==> src/rtl/spoc_pkg.sv <==
// Shared constants and types for the SpoC-64 Simeck-box datapath.
package spoc_pkg;

    localparam int SB_WIDTH = 48;
    localparam int SB_RNDS  = 6;
    localparam int ROT_A    = 5;
    localparam int ROT_B    = 1;

    typedef enum logic [1:0] {
        IDLE = 2'd0,
        RUN  = 2'd1,
        DONE = 2'd2
    } sb_state_e;

endpackage

==> src/rtl/sb_inv_step.sv <==
// One inverse Simeck-box round: {A',B'} -> {B', A'^f(B')^C}.
module sb_inv_step
    import spoc_pkg::*;
#(
    parameter int WIDTH = SB_WIDTH
) (
    input  logic [WIDTH-1:0] st,
    input  logic             rc_bit,
    output logic [WIDTH-1:0] nxt
);

    localparam int H = WIDTH / 2;

    logic [H-1:0] a;
    logic [H-1:0] b;
    logic [H-1:0] rot_a;
    logic [H-1:0] rot_b;
    logic [H-1:0] fb;
    logic [H-1:0] c;

    assign a     = st[WIDTH-1:H];
    assign b     = st[H-1:0];
    assign rot_a = (b << ROT_A) | (b >> (H - ROT_A));
    assign rot_b = (b << ROT_B) | (b >> (H - ROT_B));
    assign fb    = (rot_a & b) ^ rot_b;
    assign c     = {{(H-1){1'b1}}, rc_bit};
    assign nxt   = {b, a ^ fb ^ c};

endmodule

==> src/rtl/sb_inv.sv <==
// Iterative inverse of the SB Feistel permutation, one round per clock.
module sb_inv
    import spoc_pkg::*;
#(
    parameter int WIDTH   = SB_WIDTH,
    parameter int NUM_RND = SB_RNDS
) (
    input  logic             clk,
    input  logic             rst,
    input  logic             in_valid,
    output logic             in_ready,
    input  logic [WIDTH-1:0] sin,
    input  logic [7:0]       rc,
    output logic             out_valid,
    input  logic             out_ready,
    output logic [WIDTH-1:0] sout,
    output logic             busy
);

    localparam int CW = (NUM_RND > 1) ? $clog2(NUM_RND) : 1;

    sb_state_e        st;
    logic [WIDTH-1:0] state_reg;
    logic [WIDTH-1:0] step_out;
    logic [7:0]       rc_reg;
    logic [CW-1:0]    ctr;

    // rc is left-aligned on capture so bit 7 is always the constant for
    // the current step; rc[NUM_RND-1] is applied first, rc[0] last.
    sb_inv_step #(.WIDTH(WIDTH)) u_step (
        .st     (state_reg),
        .rc_bit (rc_reg[7]),
        .nxt    (step_out)
    );

    assign in_ready = rst && (st == IDLE);
    assign sout     = state_reg;

    always_ff @(posedge clk or negedge rst) begin
        if (!rst) begin
            st        <= IDLE;
            state_reg <= '0;
            rc_reg    <= '0;
            ctr       <= '0;
            out_valid <= 1'b0;
            busy      <= 1'b0;
        end else begin
            unique case (st)
                IDLE: begin
                    if (in_valid) begin
                        state_reg <= sin;
                        rc_reg    <= rc << (8 - NUM_RND);
                        ctr       <= CW'(NUM_RND - 1);
                        busy      <= 1'b1;
                        st        <= RUN;
                    end
                end
                RUN: begin
                    state_reg <= step_out;
                    rc_reg    <= {rc_reg[6:0], 1'b0};
                    if (ctr == '0) begin
                        out_valid <= 1'b1;
                        st        <= DONE;
                    end else begin
                        ctr <= ctr - 1'b1;
                    end
                end
                DONE: begin
                    if (out_ready) begin
                        out_valid <= 1'b0;
                        busy      <= 1'b0;
                        st        <= IDLE;
                    end
                end
                default: st <= IDLE;
            endcase
        end
    end

endmodule

==> config.mk <==
export PLATFORM = sky130hd
export DESIGN_NAME = sb_inv
export DESIGN_NICKNAME = d
export VERILOG_FILES = /design/src/rtl/spoc_pkg.sv /design/src/rtl/sb_inv_step.sv /design/src/rtl/sb_inv.sv
export SDC_FILE = /design/constraint.sdc
export NUM_CORES = 1
export LEC_CHECK = 0
export ABC_AREA = 1
export CELL_PAD_IN_SITES_DETAIL_PLACEMENT = 0
export CELL_PAD_IN_SITES_GLOBAL_PLACEMENT = 2
export CORE_ASPECT_RATIO = 1.4
export CORE_MARGIN = 2
export CORE_UTILIZATION = 25
export DETAILED_ROUTE_END_ITERATION = 10
export PLACE_DENSITY_LB_ADDON = 0.1
export SETUP_SLACK_MARGIN = 0.5
export SKIP_LAST_GASP = 1
export SLEW_MARGIN = 5
export SYNTH_ARGS = -nofsm -noshare
export SYNTH_HDL_FRONTEND = slang
export SYNTH_SLANG_ARGS = --single-unit
==> constraint.sdc <==
create_clock -name clk -period 1.5 [get_ports clk]
set_input_delay 0.375 -clock clk [delete_from_list [all_inputs] [get_ports clk]]
set_output_delay 0.375 -clock clk [all_outputs]
set_load 0.01 [all_outputs]
## Yosys cells after proc, flatten, opt, wreduce, memory -nomap -nowiden

Index checks and enable logic that the tools add are counted.

- Muxes and demuxes: 16
- Reductions and logical operators: 11
- Eq/ne operators: 6
- Add/subtract/negate cells: 1
- Bitwise gates (word level): 6

Operators with widths:

| cell | count |
|---|---|
| $pmux W48 S2 | 1 |
| $xor A24 B24 Y24 | 3 |
| $mux W48 | 1 |
| $and A24 B24 Y24 | 1 |
| $or A24 B1 Y24 | 1 |
| $or A24 B5 Y24 | 1 |
| $pmux W8 S2 | 1 |
| $reduce_and A3 Y1 | 4 |
| $mux W8 | 1 |
| $ne A2 B2 Y1 const B | 4 |
| $mux W2 | 3 |
| $mux W3 | 2 |
| $pmux W2 S3 | 1 |
| $pmux W3 S2 | 1 |
| $reduce_bool A2 Y1 | 3 |
| $pmux W1 S2 | 2 |
| $logic_not A3 Y1 | 1 |
| $mux W1 | 3 |
| $sub A3 B1 Y3 const B | 1 |
| $eq A2 B1 Y1 const B | 1 |
| $eq A2 B2 Y1 const B | 1 |
| $logic_not A2 Y1 | 1 |
| $reduce_and A2 Y1 | 1 |
| $logic_and A1 B1 Y1 | 1 |

- Input port bits: 60
- Output and inout bits: 51
- Word-level logic and storage cells: 46
- Bits in registers: 63

## Longest topological paths before layout

- Word-level depth: 6
- Mapped depth: 9
- Mapped depth without buffers: 8

## Modules after synthesis

A second synthesis with hierarchy kept.

- Cell total of the unflattened synthesis: 704
- Area, all modules: 4331.7 um^2

By module, submodules not included:

| module | area an instance (um^2) | cells each | times used | sequential area each (um^2) |
|---|---|---|---|---|
| sb_inv | 3254.4 | 457 | 1 | 1526.5 |
| sb_inv_step | 1077.3 | 247 | 1 | 0.0 |

## Worst setup path before layout

No wires, ideal clock.

- Kind: register to output
- Start point: reg st[0]
- End point: out in_ready
- Stages on the path, launching flop included: 4
- Arrival: 1.038 ns
- Slack: 0.087 ns
- Path buffers: 2
- Required time: 1.125 ns
- Cells stage by stage: dfrtp_1 buf_2 clkbuf_1 nor3b_1

- Longest elaborated chain between the ends: 2

Ends and longest elaborated chain:

| item | line | text |
|---|---|---|
| start: declaration | sb_inv.sv:22 | `sb_state_e st;` |
| start signal: assignment | sb_inv.sv:41 | `st <= IDLE;` |
| start signal: assignment | sb_inv.sv:55 | `st <= RUN;` |
| start signal: assignment | sb_inv.sv:63 | `st <= DONE;` |
| $logic_not A2 Y1 | sb_inv.sv:36 | `assign in_ready = rst && (st == IDLE);` |
| $logic_and A1 B1 Y1 | sb_inv.sv:36 |  |
| end: declaration | sb_inv.sv:11 | `output logic in_ready,` |

Every way passes these cells.

## Final worst setup path

- Start point: reg st[1]
- End point: out in_ready

Same word-level chain as after synthesis.

==> results <==
-- final cells by class --
type | count | area share [%]
Tap cell | 196 | 3.72
Multi-Input combinational cell | 447 | 35.0
Timing Repair Buffer | 197 | 27.9
Inverter | 85 | 5.16
Clock inverter | 3 | 0.645
Clock buffer | 13 | 4.10
Timing Repair inverter | 2 | 0.304
Sequential cell | 61 | 23.2
-- worst max-delay path by stage --
stage | start | endpoint | cells after the start
after floorplan | st[1] | in_ready | 3
after global placement | in_valid | sout[38] | 6
after detailed placement | in_valid | sout[38] | 6
after CTS | st[1] | in_ready | 2
after global routing | st[1] | rc_reg[5] | 8
final | st[1] | in_ready | 2
-- synthesized netlist by cell type, drive strengths merged --
| library cell | n |
|---|---|
| o31ai | 1 |
| buf | 19 |
| nand3 | 27 |
| nor3b | 1 |
| ha | 2 |
| nor2 | 20 |
| nand2 | 330 |
| and3 | 1 |
| o21ai | 36 |
| nor4 | 13 |
| dfrtp | 61 |
| a21oi | 3 |
| clkbuf | 5 |
| o22ai | 13 |
| inv | 85 |
-- power groups by stage --
| stage | combinational, W | sequential (W) | clock, W |
|---|---|---|---|
| after global placement | 0.00930 | 0.00326 | 0 |
| final | 0.0116 | 0.00315 | 0.00222 |
| after global routing | 0.0130 | 0.00326 | 0.00234 |
| after detailed placement | 0.00939 | 0.00325 | 0 |
| after floorplan | 0.00512 | 0.00364 | 0 |
| after CTS | 0.0102 | 0.00311 | 0.00227 |
-- metrics by stage --
| step | std cells | power (W) | setup TNS, ns |
|---|---|---|---|
| global route | 1004 | 0.0186 | -0.0643 |
| finish | 1004 | 0.0170 | 0 |
| CTS | 994 | 0.0156 | 0 |
| floorplan | 617 | 0.00875 | 0 |
| detailed placement | 942 | 0.0126 | -12.21 |
| global placement | 942 | 0.0126 | -11.08 |
-- timing repair --
action                                  in CTS  in global routing
pin swaps                                   25                 30
gates cloned                                 5                  4
setup buffers                               31                  6
gates resized for setup                    269                106
hold buffers                                 0                  0
endpoints found under the setup margin     112                112
-- layer usage --
layer,track usage [%],up-vias,share of wire (%)
met5,0,-,0
met4,6.63,0,1.2
met3,2.23,12,4.7
met2,31.9,121,50
met1,25.5,2107,44
li1,-,2269,-
-- cells by family (layout without fill, tap and decap cells) --
group / after synthesis / count (layout) / share of synthesized area (%)
AND/OR/NAND/NOR: 392 / 392 / 39.9
buffers and inverters: 109 / 300 / 12.7
flip-flops: 61 / 61 / 39.1
AO/OA/AOI/OAI: 53 / 53 / 7.66
adder cells (fa/ha/maj): 2 / 2 / 0.641
-- critical path, stage by stage (launching register included) --
cell     delay (ns)
dfrtp_1        0.43
nor3b_4        0.21
buf_6          0.13
==> flow_summary.toml <==
[placement]
post-place-ws_ns = -0.356
place_congestion = 0.799
dpl.hpwl_um = 10200
placed_area_um2 = 5490
portBuffers = 108

[sta]
finalMaxSlewViolations = 0
rsz0062_at_grt = "true"
hold_viol = 0
setup_viol = 0
fin_crit_sh_pct = 98.5
post-route-min-period_ns = 1.48
holdWs_ns = 0.267
layout_setup_ws_ns = 0.0230
worst_pin_slew_ns = 0.884
fmax_mhz = 677
fin_skew_ns = 0.00698
slew_headroom_pct = 41.1

[layout]
final_core_util_pct = 42.8
drive_above_1_share_pct = 30.9
final_cell_mix = "nand2_1, inv_1, buf_4"
final_cell_area_um2 = 6590
num-fill-cells = 1644
finalNetCount = 865
seq_area_um2 = 1530
mostFrequentLayoutCell = "nand2_1"
diodes = 0
area_growth_pct = 68.8
largest_register_ffs = 48
multi_input_area_um2 = 2310

[pwr]
p_int_w = 0.00911
leakage_nw = 3.58
netSwitchingFraction_pct = 46.3
pwr-share-clk_pct = 13.1
vdd_drop_max_mv = 0.883
comb_power_share_pct = 68.4
power_density_nw_per_um2 = 2570
seqPwrFrac_pct = 18.6
p_sw_w = 0.00786

[routing]
vias = 4509
postRouteAntennaNets = 0
drc = 0
routedWlPerCell_um = 15.9
drt-total-wl_um = 15900
drt_iter0_markers = 154
vias_per_cell = 4.49
drt_first_pass_iters = 5

[setup_path]
start_kind = "flop"
cp_max_fo = 2
cp.required_ns = 1.12
r2r_setup_slack_ns = 0.06
cp-end-kind = "output pin"
timing.rr.end = "rc_reg[5]"
arrival_ns = 1.10
ff2ff_path_depth = 8
r2r-start = "st[1]"
setup.worst_path.class = "flop to output pin"

[grt]
grt_use_total_pct = 19.2
grt-ovfl-total = 0
antenna_found_initial = 0
grt_pass1_wl_um = 24100
grt_pass1_vias = 4424
grt_max_degree = 62

[cts]
h-tree-depth = 3
clkLatencyLatePin_ns = 0.34
cts.sinks = 61
clkTransAtPathRegs_ns = 0.05
cts_made_buffers = 9
cts_tree = "yes"
clk_path_buf_depth = 2
cts_root_buf = "clkbuf_16"

[yosys]
mappedNetlistNets = 679
synth.distinct_cells = 24
synth_area_um2 = 3900
synth_warnings = 0
synth_area_leader_cell = "dfrtp_1"
synth_area_per_cell_um2 = 6.33
synth_top_area_share_pct = 39.1
netlist_instances = 617
netlist_top_cells_area = "dfrtp_1, nand2_1, inv_1"
ys_ff_latch = 61
synth-seq-area-share_pct = 39.1

[floorplanning]
die_width_um = 110
die_area_um2 = 16600
std_cell_rows = 54
die_y_um = 152
core_um2 = 15400
pin_count = 111
start_util_pct = 25.3

[flow_run]
cap_violations = 0

[status]
status = "finished, final reports clean"

[min_path]
hold_class = "input port to asynchronous set/reset pin"
Note: power is estimated with default switching activity, not from simulation.
